**config.mk**
```make
export PLATFORM = sky130hd
export DESIGN_NAME = display_scan_ctrl
export DESIGN_NICKNAME = d
export VERILOG_FILES = /design/src/rtl/display_scan_ctrl.sv
export SDC_FILE = /design/constraint.sdc
export NUM_CORES = 1
export LEC_CHECK = 0
export BUFFER_PORTS_ARGS = -buffer_cell sky130_fd_sc_hd__buf_2
export CAP_MARGIN = 15
export CORE_ASPECT_RATIO = 0.9
export CORE_MARGIN = 2
export CORE_UTILIZATION = 50
export DETAILED_ROUTE_END_ITERATION = 16
export GPL_ROUTABILITY_DRIVEN = 0
export PLACE_DENSITY = 0.72
export RECOVER_POWER = 50
export SYNTH_ARGS = -nofsm -noshare
export SYNTH_HDL_FRONTEND = slang
export SYNTH_SLANG_ARGS = --single-unit
```
**constraint.sdc**
```tcl
create_clock -name clk -period 2.3 [get_ports clk]
set_input_delay 0.115 -clock clk [delete_from_list [all_inputs] [get_ports clk]]
set_output_delay 0.115 -clock clk [all_outputs]
set_load 0.01 [all_outputs]
```
**src/rtl/display_scan_ctrl.sv**
```systemverilog
// display_scan_ctrl: time-multiplexed 4-digit display scanner.
//
// A prescaler divides clk into REFRESH_DIV-cycle digit slots. Each slot opens
// with BLANK_CYCLES of anode-off guard time (GUARD), then drives its digit
// (SHOW). New digits are staged on update_req and moved into the shadow
// register only at the 3->0 frame boundary, so a frame never mixes old and new
// data. Every output is registered one cycle behind the state that causes it.
//
// Optional feature: define LEADING_ZERO_BLANK_EN to keep the anodes of leading
// zero digits (3..1) off during SHOW. Digit 0 is always shown.
module display_scan_ctrl #(
  parameter int REFRESH_DIV  = 100000,
  parameter int BLANK_CYCLES = 16
) (
  input  logic        clk,
  input  logic        reset,
  input  logic [15:0] digits_in,
  input  logic [3:0]  dp_in,
  input  logic        update_req,
  input  logic        blank_in,
  output logic [3:0]  an,
  output logic [3:0]  digit_sel,
  output logic        dp_n,
  output logic        update_ack,
  output logic        frame_done
);

  localparam int            PW         = (REFRESH_DIV > 1) ? $clog2(REFRESH_DIV) : 1;
  localparam logic [PW-1:0] PRESC_LAST = PW'(REFRESH_DIV - 1);
  localparam logic [PW-1:0] GUARD_END  = PW'(BLANK_CYCLES);

  typedef enum logic {
    GUARD = 1'b0,
    SHOW  = 1'b1
  } state_t;

  state_t        state;
  state_t        state_next;

  logic [PW-1:0] presc;
  logic [PW-1:0] presc_next;
  logic [1:0]    idx;
  logic          slot_tick;
  logic          frame_wrap;

  logic [15:0]   staging;
  logic [3:0]    staging_dp;
  logic [15:0]   shadow;
  logic [3:0]    shadow_dp;
  logic          pending;

  logic [3:0]    digit_en;
  logic [3:0]    an_next;
  logic [3:0]    digit_next;
  logic          dp_n_next;

  // The last prescaler count is the slot tick; the tick in slot 3 closes a frame.
  assign slot_tick  = (presc == PRESC_LAST);
  assign frame_wrap = slot_tick && (idx == 2'd3);
  assign presc_next = slot_tick ? '0 : presc + PW'(1);

  // Prescaler and slot index: free-running, unaffected by blank_in.
  always_ff @(posedge clk or posedge reset) begin
    if (reset) begin
      presc <= '0;
      idx   <= 2'd0;
    end else begin
      presc <= presc_next;
      if (slot_tick) begin
        idx <= idx + 2'd1;
      end
    end
  end

  // FSM state register.
  always_ff @(posedge clk or posedge reset) begin
    if (reset) begin
      state <= GUARD;
    end else begin
      state <= state_next;
    end
  end

  // FSM next state: GUARD holds while the prescaler is below BLANK_CYCLES,
  // SHOW holds until the slot tick returns the prescaler to 0.
  always_comb begin
    state_next = state;
    case (state)
      GUARD: begin
        if (presc_next == GUARD_END) begin
          state_next = SHOW;
        end
      end
      SHOW: begin
        if (slot_tick) begin
          state_next = GUARD;
        end
      end
      default: state_next = GUARD;
    endcase
  end

  // Update handshake: requests land in staging until the frame boundary, where
  // staging (or a request arriving on that very cycle) moves into the shadow.
  always_ff @(posedge clk or posedge reset) begin
    if (reset) begin
      staging    <= 16'h0000;
      staging_dp <= 4'h0;
      shadow     <= 16'h0000;
      shadow_dp  <= 4'h0;
      pending    <= 1'b0;
      update_ack <= 1'b0;
    end else begin
      update_ack <= 1'b0;
      if (frame_wrap && (update_req || pending)) begin
        shadow     <= update_req ? digits_in : staging;
        shadow_dp  <= update_req ? dp_in     : staging_dp;
        pending    <= 1'b0;
        update_ack <= 1'b1;
      end else if (update_req) begin
        staging    <= digits_in;
        staging_dp <= dp_in;
        pending    <= 1'b1;
      end
    end
  end

  // Frame-done pulse lands in the first cycle of the new frame.
  always_ff @(posedge clk or posedge reset) begin
    if (reset) begin
      frame_done <= 1'b0;
    end else begin
      frame_done <= frame_wrap;
    end
  end

`ifdef LEADING_ZERO_BLANK_EN
  // Leading-zero mask: a digit stays lit once it or any higher digit is nonzero.
  always_comb begin
    digit_en    = 4'b1111;
    digit_en[3] = (shadow[15:12] != 4'd0);
    digit_en[2] = digit_en[3] || (shadow[11:8] != 4'd0);
    digit_en[1] = digit_en[2] || (shadow[7:4]  != 4'd0);
    digit_en[0] = 1'b1;
  end
`else
  assign digit_en = 4'b1111;
`endif

  // Output decode from the current state; nibbles above 9 pass through as-is.
  always_comb begin
    an_next    = 4'b1111;
    dp_n_next  = 1'b1;
    digit_next = shadow[{idx, 2'b00} +: 4];
    if ((state == SHOW) && !blank_in) begin
      if (digit_en[idx]) begin
        an_next[idx] = 1'b0;
      end
      dp_n_next = ~shadow_dp[idx];
    end
  end

  // Output register stage.
  always_ff @(posedge clk or posedge reset) begin
    if (reset) begin
      an        <= 4'b1111;
      digit_sel <= 4'h0;
      dp_n      <= 1'b1;
    end else begin
      an        <= an_next;
      digit_sel <= digit_next;
      dp_n      <= dp_n_next;
    end
  end

endmodule
```
==> results of run 1 <==
-- registers in the layout, indices dropped and copies added (netlist names), 2 cells and up --
name        cells
staging_dp      4
an              4
presc          17
digit_sel       4
shadow_dp       4
idx             2
staging        16
shadow         16
-- placed cells by master, fill, tap and decap left out, types with 2 or more instances in the layout --
master	netlist	layout
sky130_fd_sc_hd__nand4b_1	2	2
sky130_fd_sc_hd__ha_1	5	4
sky130_fd_sc_hd__o21ai_0	22	22
sky130_fd_sc_hd__mux2_2	20	20
sky130_fd_sc_hd__xor2_1	5	5
sky130_fd_sc_hd__dfstp_2	5	5
sky130_fd_sc_hd__nor2_1	15	15
sky130_fd_sc_hd__nand4_1	5	5
sky130_fd_sc_hd__and2_1	3	3
sky130_fd_sc_hd__bufinv_16	0	2
sky130_fd_sc_hd__mux2i_1	21	21
sky130_fd_sc_hd__a22oi_1	2	2
sky130_fd_sc_hd__inv_1	6	6
sky130_fd_sc_hd__buf_2	4	23
sky130_fd_sc_hd__clkinvlp_4	0	2
sky130_fd_sc_hd__nand2b_1	3	3
sky130_fd_sc_hd__and3_1	5	5
sky130_fd_sc_hd__xnor2_1	10	10
sky130_fd_sc_hd__buf_4	0	14
sky130_fd_sc_hd__clkbuf_1	9	13
sky130_fd_sc_hd__mux4_2	5	5
sky130_fd_sc_hd__o31ai_1	2	2
sky130_fd_sc_hd__nor3_1	4	4
sky130_fd_sc_hd__nand3_1	7	6
sky130_fd_sc_hd__nand2_1	34	34
sky130_fd_sc_hd__clkbuf_8	0	10
sky130_fd_sc_hd__dfrtp_1	67	67
-- critical path, delay by kind of cell (launching register included) --
kind,cells,cell delay (ns)
AO/OA/AOI/OAI,3,0.54
XOR/XNOR,1,0.18
adder cells (fa/ha/maj),1,0.23
flip-flops,1,0.43
AND/OR/NAND/NOR,2,0.71
-- report_power, final --
| part | switching (mW) | internal (mW) | leakage [nW] | total, mW |
|---|---|---|---|---|
| sequential | 0.0163 | 1.30 | 0.918 | 1.32 |
| clock | 0.455 | 0.639 | 0.106 | 1.09 |
| combinational | 0.0724 | 0.0694 | 0.713 | 0.142 |
| total | 0.543 | 2.01 | 1.74 | 2.55 |
-- layout make-up --
cell class              instances  area (um^2)  share of cell area [%]
clock inverters                 5        80.08                   2.067
multi-input cells             190         1428                   36.84
repair buffers                 51        282.8                   7.297
clock buffers                  11        141.4                   3.649
inverters                       6        22.52                  0.5812
flip-flops and latches         72         1808                   46.66
well taps                      90        112.6                   2.906
-- metal layers --
metal | share of wire, % | GRT usage [%]
met1 | 49 | 26.31
met2 | 45 | 26.67
met3 | 4.3 | 5.380
met4 | 1.3 | 6.923
met5 | 0 | 0
-- per-stage QoR --
stage	setup slack [ns]	hold WS [ns]
after floorplan	0.2015	0.2584
after global placement	0.1287	0.2092
after detailed placement	0.1231	0.2151
after CTS	0.08525	0.009860
after global routing	-0.02502	0.005363
final	0.1394	0.01946
-- cells by family (layout without fill, tap and decap cells) --
kind of cell / Yosys count / after routing / share of synthesized area [%]
flip-flops: 72 / 72 / 54.45
AND/OR/NAND/NOR: 90 / 90 / 13.72
AO/OA/AOI/OAI: 33 / 33 / 6.029
multiplexers: 46 / 46 / 16.50
XOR/XNOR: 16 / 16 / 4.446
adder cells (fa/ha/maj): 5 / 5 / 1.884
buffers and inverters: 21 / 73 / 2.976
-- cells in the mapped netlist, types with 3 or more instances --
cell type / instances / share of area (%)
sky130_fd_sc_hd__nand4_1: 5 / 0.94
sky130_fd_sc_hd__nor2_1: 15 / 1.7
sky130_fd_sc_hd__xor2_1: 5 / 1.3
sky130_fd_sc_hd__mux2_2: 20 / 6.8
sky130_fd_sc_hd__dfrtp_1: 67 / 50
sky130_fd_sc_hd__and2_1: 3 / 0.57
sky130_fd_sc_hd__nor3_1: 4 / 0.60
sky130_fd_sc_hd__and3_1: 5 / 0.94
sky130_fd_sc_hd__mux2i_1: 21 / 6.3
sky130_fd_sc_hd__nand2_1: 34 / 3.8
sky130_fd_sc_hd__o21ai_0: 22 / 3.3
sky130_fd_sc_hd__nand3_1: 7 / 1.1
sky130_fd_sc_hd__buf_2: 4 / 0.60
sky130_fd_sc_hd__mux4_2: 5 / 3.4
sky130_fd_sc_hd__clkbuf_1: 9 / 1.0
sky130_fd_sc_hd__ha_1: 5 / 1.9
sky130_fd_sc_hd__nand2b_1: 3 / 0.57
sky130_fd_sc_hd__xnor2_1: 10 / 2.6
sky130_fd_sc_hd__dfstp_2: 5 / 4.0
sky130_fd_sc_hd__inv_1: 6 / 0.68
-- final timing paths --
check / to / cells past startpoint
max reg2reg: state / 7
min in group asynchronous: presc[13] / 3
min: staging[4] / 2
max in group asynchronous: presc[9] / 4
max: state / 7
min reg2reg: shadow[8] / 2
-- repair_timing --
| action | in CTS | in global routing |
|---|---|---|
| endpoints found under the setup margin | 0 | 1 |
| endpoints found under the hold margin | 21 | 0 |
| hold buffers | 1 | 0 |
| gates resized for setup | 0 | 3 |
==> results.md, run 1 <==
Worst setup path:
- The critical path starts at presc[0].
- Data on the critical path arrives at its endpoint at 2.44 ns.
- For the worst setup path, the data required time is 2.57 ns.
- The slowest stage of the critical path is the sky130_fd_sc_hd__dfrtp_1 cell.
- The category of the worst setup path capture point is a flip-flop.
- The critical path startpoint category is a flip-flop.
- The type of the setup path with the least slack is flip-flop to flip-flop.
- The register-to-register setup slack is 0.14 ns.
- The delay of the slowest critical-path stage is 0.43 ns.
- The maximum fanout count along the critical path is 5.
- Traced cell by cell, the critical path runs through ha_2, xor2_1, nor4b_1, o211ai_1, or4_4, a2111oi_2, a22o_1.
- The launch instance of the worst register-to-register path is presc[0].

Finish:
- The final instance area is 3875 um^2.
- After filler insertion, the fill cell instance count of the layout stands at 546.
- Relative to the synthesized area, the layout overhead comes to 16.69%.
- For this run, the post-layout net count is 359.
- 0 antenna diodes ended up in the layout.
- In the final layout, the share of cells above drive strength 1 is 27.46%.
- The post-route non-filler standard cell count is 425.
- At the end of the flow the core is filled with cells to 59.47%.

Clocking:
- The clock-pin slew on the worst setup and hold paths is 0.08 ns.
- Post-CTS timing repair inserted 0 buffers for setup.
- The clock net in this run drives a total of 72 sinks.
- TritonCTS created 9 clock buffers.
- The number of H-tree levels is 3.
- At the later pin of the worst-skew pair, clock insertion delay measures 0.34 ns.
- The library cell used as clock root buffer is sky130_fd_sc_hd__clkbuf_8.
- TritonCTS built the clock tree.
- The longest clock path from root to sink contains 2 buffers.

Detailed routing:
- The number of vias after detailed routing is 2226.
- The number of antenna-violating nets in the routed design is 0.
- In the final routed layout, each cell accounts on average for 14.65 um.
- The wire length reported by the detailed router is 6226 um.
- For this block, the initial DRC count from the detailed router was 138.
- The via-per-instance ratio is 5.238.
- The post-detailed-route DRC marker count is 0.
- The detailed-router iteration count before antenna repair is 4.

GRT:
- Global routing used 18.35% of the available tracks.
- The via count of the first global-routing pass came to 2135.
- The initial antenna violation count is 0.
- The wire length of the first global-routing pass is 10410 um.
- The aggregate global routing overflow is 0.
- The pin count of the biggest net entering global routing is 47.

Worst hold path:
- The worst hold path begins at digits_in[4].
- The type of the worst min-delay path is input port to flip-flop.

Synth:
- After synthesis, flip-flops and latches occupy 54.45% of the total area.
- In the synthesized netlist the dominant register cell turns out to be sky130_fd_sc_hd__dfrtp_1.
- The cell count after synthesis is 283.
- The Yosys step of the flow raised 0 warnings.
- The post-synth design cell area is 3321 um^2.
- The synthesized design contains 0 enable-type register cells.
- Counting flops and latches in the post-synthesis netlist gives 72.
- The synthesized area divided by synthesized cell count is 11.73 um^2.
- After synthesis, the netlist uses 43 different library cells.
- The number of nets handed over by synthesis was 312.
- The proportion of register bits with asynchronous set or reset after synthesis is 100.0%.

Place:
- The wire-length estimate of the detail-placed layout is 4329 um.
- The number of placed instances, taps included, is 408.
- Input and output buffers added on the ports amount to 34.
- Once placement finished, the instance area stood at 3660 um^2.

Die:
- The die area is 7310 um^2.
- The I/O pin total is 35.
- For this configuration, the core starts out at a cell density of 50.96%.
- The die is 89.90 um wide.
- The overall die height is 81.31 um.
- The core outline area is 6516 um^2.
- After floorplanning, the core was divided into 28 placement rows.

Timing:
- The headroom to the max-slew limit is 33.18%.
- On the final layout, the worst clock skew is 0.009272 ns.
- The number of pins with negative max-slew slack in the final report is 0.
- The final hold violation count is 0.
- The slew of the pin with the lowest slew margin is 1.001 ns.
- Dividing the final minimum period by the clock period gives 93.94%.
- After routing, the total negative slack on setup checks comes to 0 ns.
- The minimum clock period is 2.161 ns.
- Setup violations remaining at the end of the flow were counted as 0.
- Derived from the worst setup path, the maximum achievable clock frequency is 0.4628 GHz.

Power:
- The final total power is 2.554 mW.
- Dividing total power by cell area gives a power density of 659.0 nW/um^2.
- The maximum VDD drop is 0.0002824 V.
- For this design the static power due to leakage is 1.737 nW.

Job:
- The count of maximum capacitance violations is 0.

Outcome:
- The run finished with clean final reports.
No activity file was read; power rests on OpenSTA's default activity.
==> run 2: changes to the inputs <==
Settings changed: CORE_UTILIZATION 50 to 58, PLACE_DENSITY 0.72 to 0.81.
==> results.md, run 2 (synthesis results as in run 1) <==
Worst setup path:
- Walking the worst path, the cells encountered are ha_2, xor2_1, nor4b_2, o211ai_1, or4_4, a2111oi_4, a22o_1.
- STA classifies the critical path startpoint as a flip-flop.
- The setup path with the least slack is of type flip-flop to flip-flop.
- The required time of the critical path is 2.57 ns.
- The critical-path cell with the highest stage delay is sky130_fd_sc_hd__or4_4.
- The maximum fanout count along the critical path is 5.
- The delay of the slowest critical-path stage is 0.44 ns.
- The arrival time reported for the critical path endpoint is 2.46 ns.
- The category of the worst setup path capture point is a flip-flop.

Timing:
- Setup violations remaining at the end of the flow were counted as 0.
- For the pin with the worst max-slew slack, the measured transition is 1.053 ns.
- The number of pins with negative max-slew slack in the final report was 0.
- Final hold analysis gives a worst-case slack of 0.01885 ns.
- Once routing completed, OpenROAD measured the worst setup slack at 0.1151 ns.
- The final hold violation count came to 0.
- In the final timing run, aggregate negative setup slack is 0 ns.
- The headroom to the max-slew limit is 29.70%.
- For the finished layout, the period the worst path requires is 2.185 ns.
- The maximum achievable frequency is 0.4577 GHz.
- The clock arrives with 0.01044 ns of skew.
- In the finished design, the share of the clock period the worst path needs comes to 95.00%.

Die:
- The count of standard-cell rows is 26.
- In this run the vertical extent of the chip is 75.78 um.
- The total area inside the core boundary comes to 5595 um^2.
- 35 I/O pins were placed.
- The die area is 6347 um^2.
- The starting density of the core is 59.35%.
- The chip width is 83.76 um.

Power:
- The power density over cell area is 636.7 nW/um^2.
- The final total power is 2.442 mW.
- The maximum VDD drop is 0.0004282 V.
- For this design the static power due to leakage is 1.721 nW.

Finish:
- The library cells used most frequently in the layout, excluding fill and tap cells, are sky130_fd_sc_hd__dfrtp_1 (66), sky130_fd_sc_hd__nand2_1 (34), sky130_fd_sc_hd__buf_2 (28).
- The end-of-flow core utilization is 68.54%.
- The leading cell type in the layout, fill and taps excluded is sky130_fd_sc_hd__dfrtp_1.
- The antenna diode count is 0.
- The share of layout cells above drive strength 1 is 28.92%.
- The post-layout net count is 356.
- Leaving out filler cells and counting taps, the final layout contains 402.
- The number of fill cells in the layout is 437.
- The flip-flop count of the largest register after layout is 17.
- In the final layout, the registers with the most flip-flops are presc (17), shadow (16), staging (16).
- The area growth from synthesis to layout is 15.49%.
- Summing all non-filler instances in the final layout gives an area of 3835 um^2.
- The register with the highest flop count is presc.

Detailed routing:
- The via-per-instance ratio is 5.654.
- The count of nets left with antenna violations once routing finished came out at 0.
- Dividing the detail-routed wire length by the instance count gives 15.90 um.
- The detailed-router iteration count before antenna repair is 4.
- The final route contains 2273 vias.
- The routed design has 6392 um of wire.
- The starting DRC count in detailed routing is 157.
- In the routed design, unresolved DRC markers number 0.

Place:
- In this run the cell area measured after placement is 3605 um^2.
- The HPWL after detailed placement is 4374 um.
- In this run the tool buffered the top-level ports with 34 buffer cells.
- The instance count after placement with tap cells included is 384.
- The worst slack at placement is 0.07367 ns.

GRT:
- The aggregate global routing overflow is 0.
- The pin count of the biggest net entering global routing is 47.
- Global routing consumed, over all layers together, 21.72% of the routing resources.
- The initial antenna violation count came to 0.
- The via count of the first global-routing pass came to 2194.
- The wire length of the first global-routing pass is 10420 um.

Clocking:
- The clock latency reported for the late side of the worst-skew pair is 0.34 ns.
- Clock tree synthesis inserted a total of 9 buffers.
- The number of sinks on the clock net is 72.
- The number of H-tree levels is 3.
- The CTS tree is yes.
- The deepest clock path buffer count is 2.
- In this run the clock root is driven by a sky130_fd_sc_hd__clkbuf_8.
- Clock-pin slew was measured on the worst setup and hold paths at 0.08 ns.

Outcome:
- The flow ran to the end, and the final reports show no timing, DRC or antenna violations.

Worst hold path:
- The type of the worst min-delay path is input port to flip-flop.

Job:
- The count of maximum capacitance violations is 0.
run 2: area by class of cell:
type | count | area (um^2) | area share [%]
tap | 70 | 87.58 | 2.284
timing repair buffer | 48 | 279.0 | 7.276
clock buffer | 9 | 123.9 | 3.230
sequential | 72 | 1809 | 47.18
inverter | 6 | 22.52 | 0.5873
multi-input combinational | 190 | 1441 | 37.59
clock inverter | 7 | 71.32 | 1.860
run 2: what timing repair did:
item                                   4_1_cts  5_1_grt
hold buffers                                 1        0
resized for setup                            0        5
endpoints found under the hold margin       23        0
buffers inserted                             0        1
setup endpoints to repair                    0        1
run 2: worst paths after layout:
kind,from,endpoint,slack [ns],cells past startpoint
worst min register to register,shadow[10],shadow[10],0.48,2
worst min-delay path,digits_in[4],staging[4],0.02,2
max in group asynchronous,reset,dp_n,0.88,4
min in group asynchronous,reset,presc[3],0.58,3
worst max-delay path,presc[0],state,0.12,7
worst max register to register,presc[0],state,0.12,7
run 2: worst max-delay path: cells and delay by family (launching register included):
family          cells  cell delay [ns]
simple gates        2             0.75
compound gates      3             0.52
flops               1             0.43
fa+ha+maj           1             0.23
xor+xnor            1             0.19
run 2: layer usage:
| metal | up-vias | global-route usage, % | share of wire (%) |
|---|---|---|---|
| li1 | 1076 | - | - |
| met1 | 1129 | 29.92 | 47 |
| met2 | 60 | 34.04 | 47 |
| met3 | 8 | 3.900 | 4.7 |
| met4 | 0 | 11.11 | 1.4 |
| met5 | - | 0 | 0 |
run 2: where the power goes:
group | total [mW] | internal [mW] | switching [mW] | leakage (nW)
combinational | 0.146 | 0.0722 | 0.0741 | 0.713
sequential | 1.32 | 1.30 | 0.0177 | 0.917
clock | 0.976 | 0.500 | 0.475 | 0.0916
total | 2.44 | 1.87 | 0.567 | 1.72
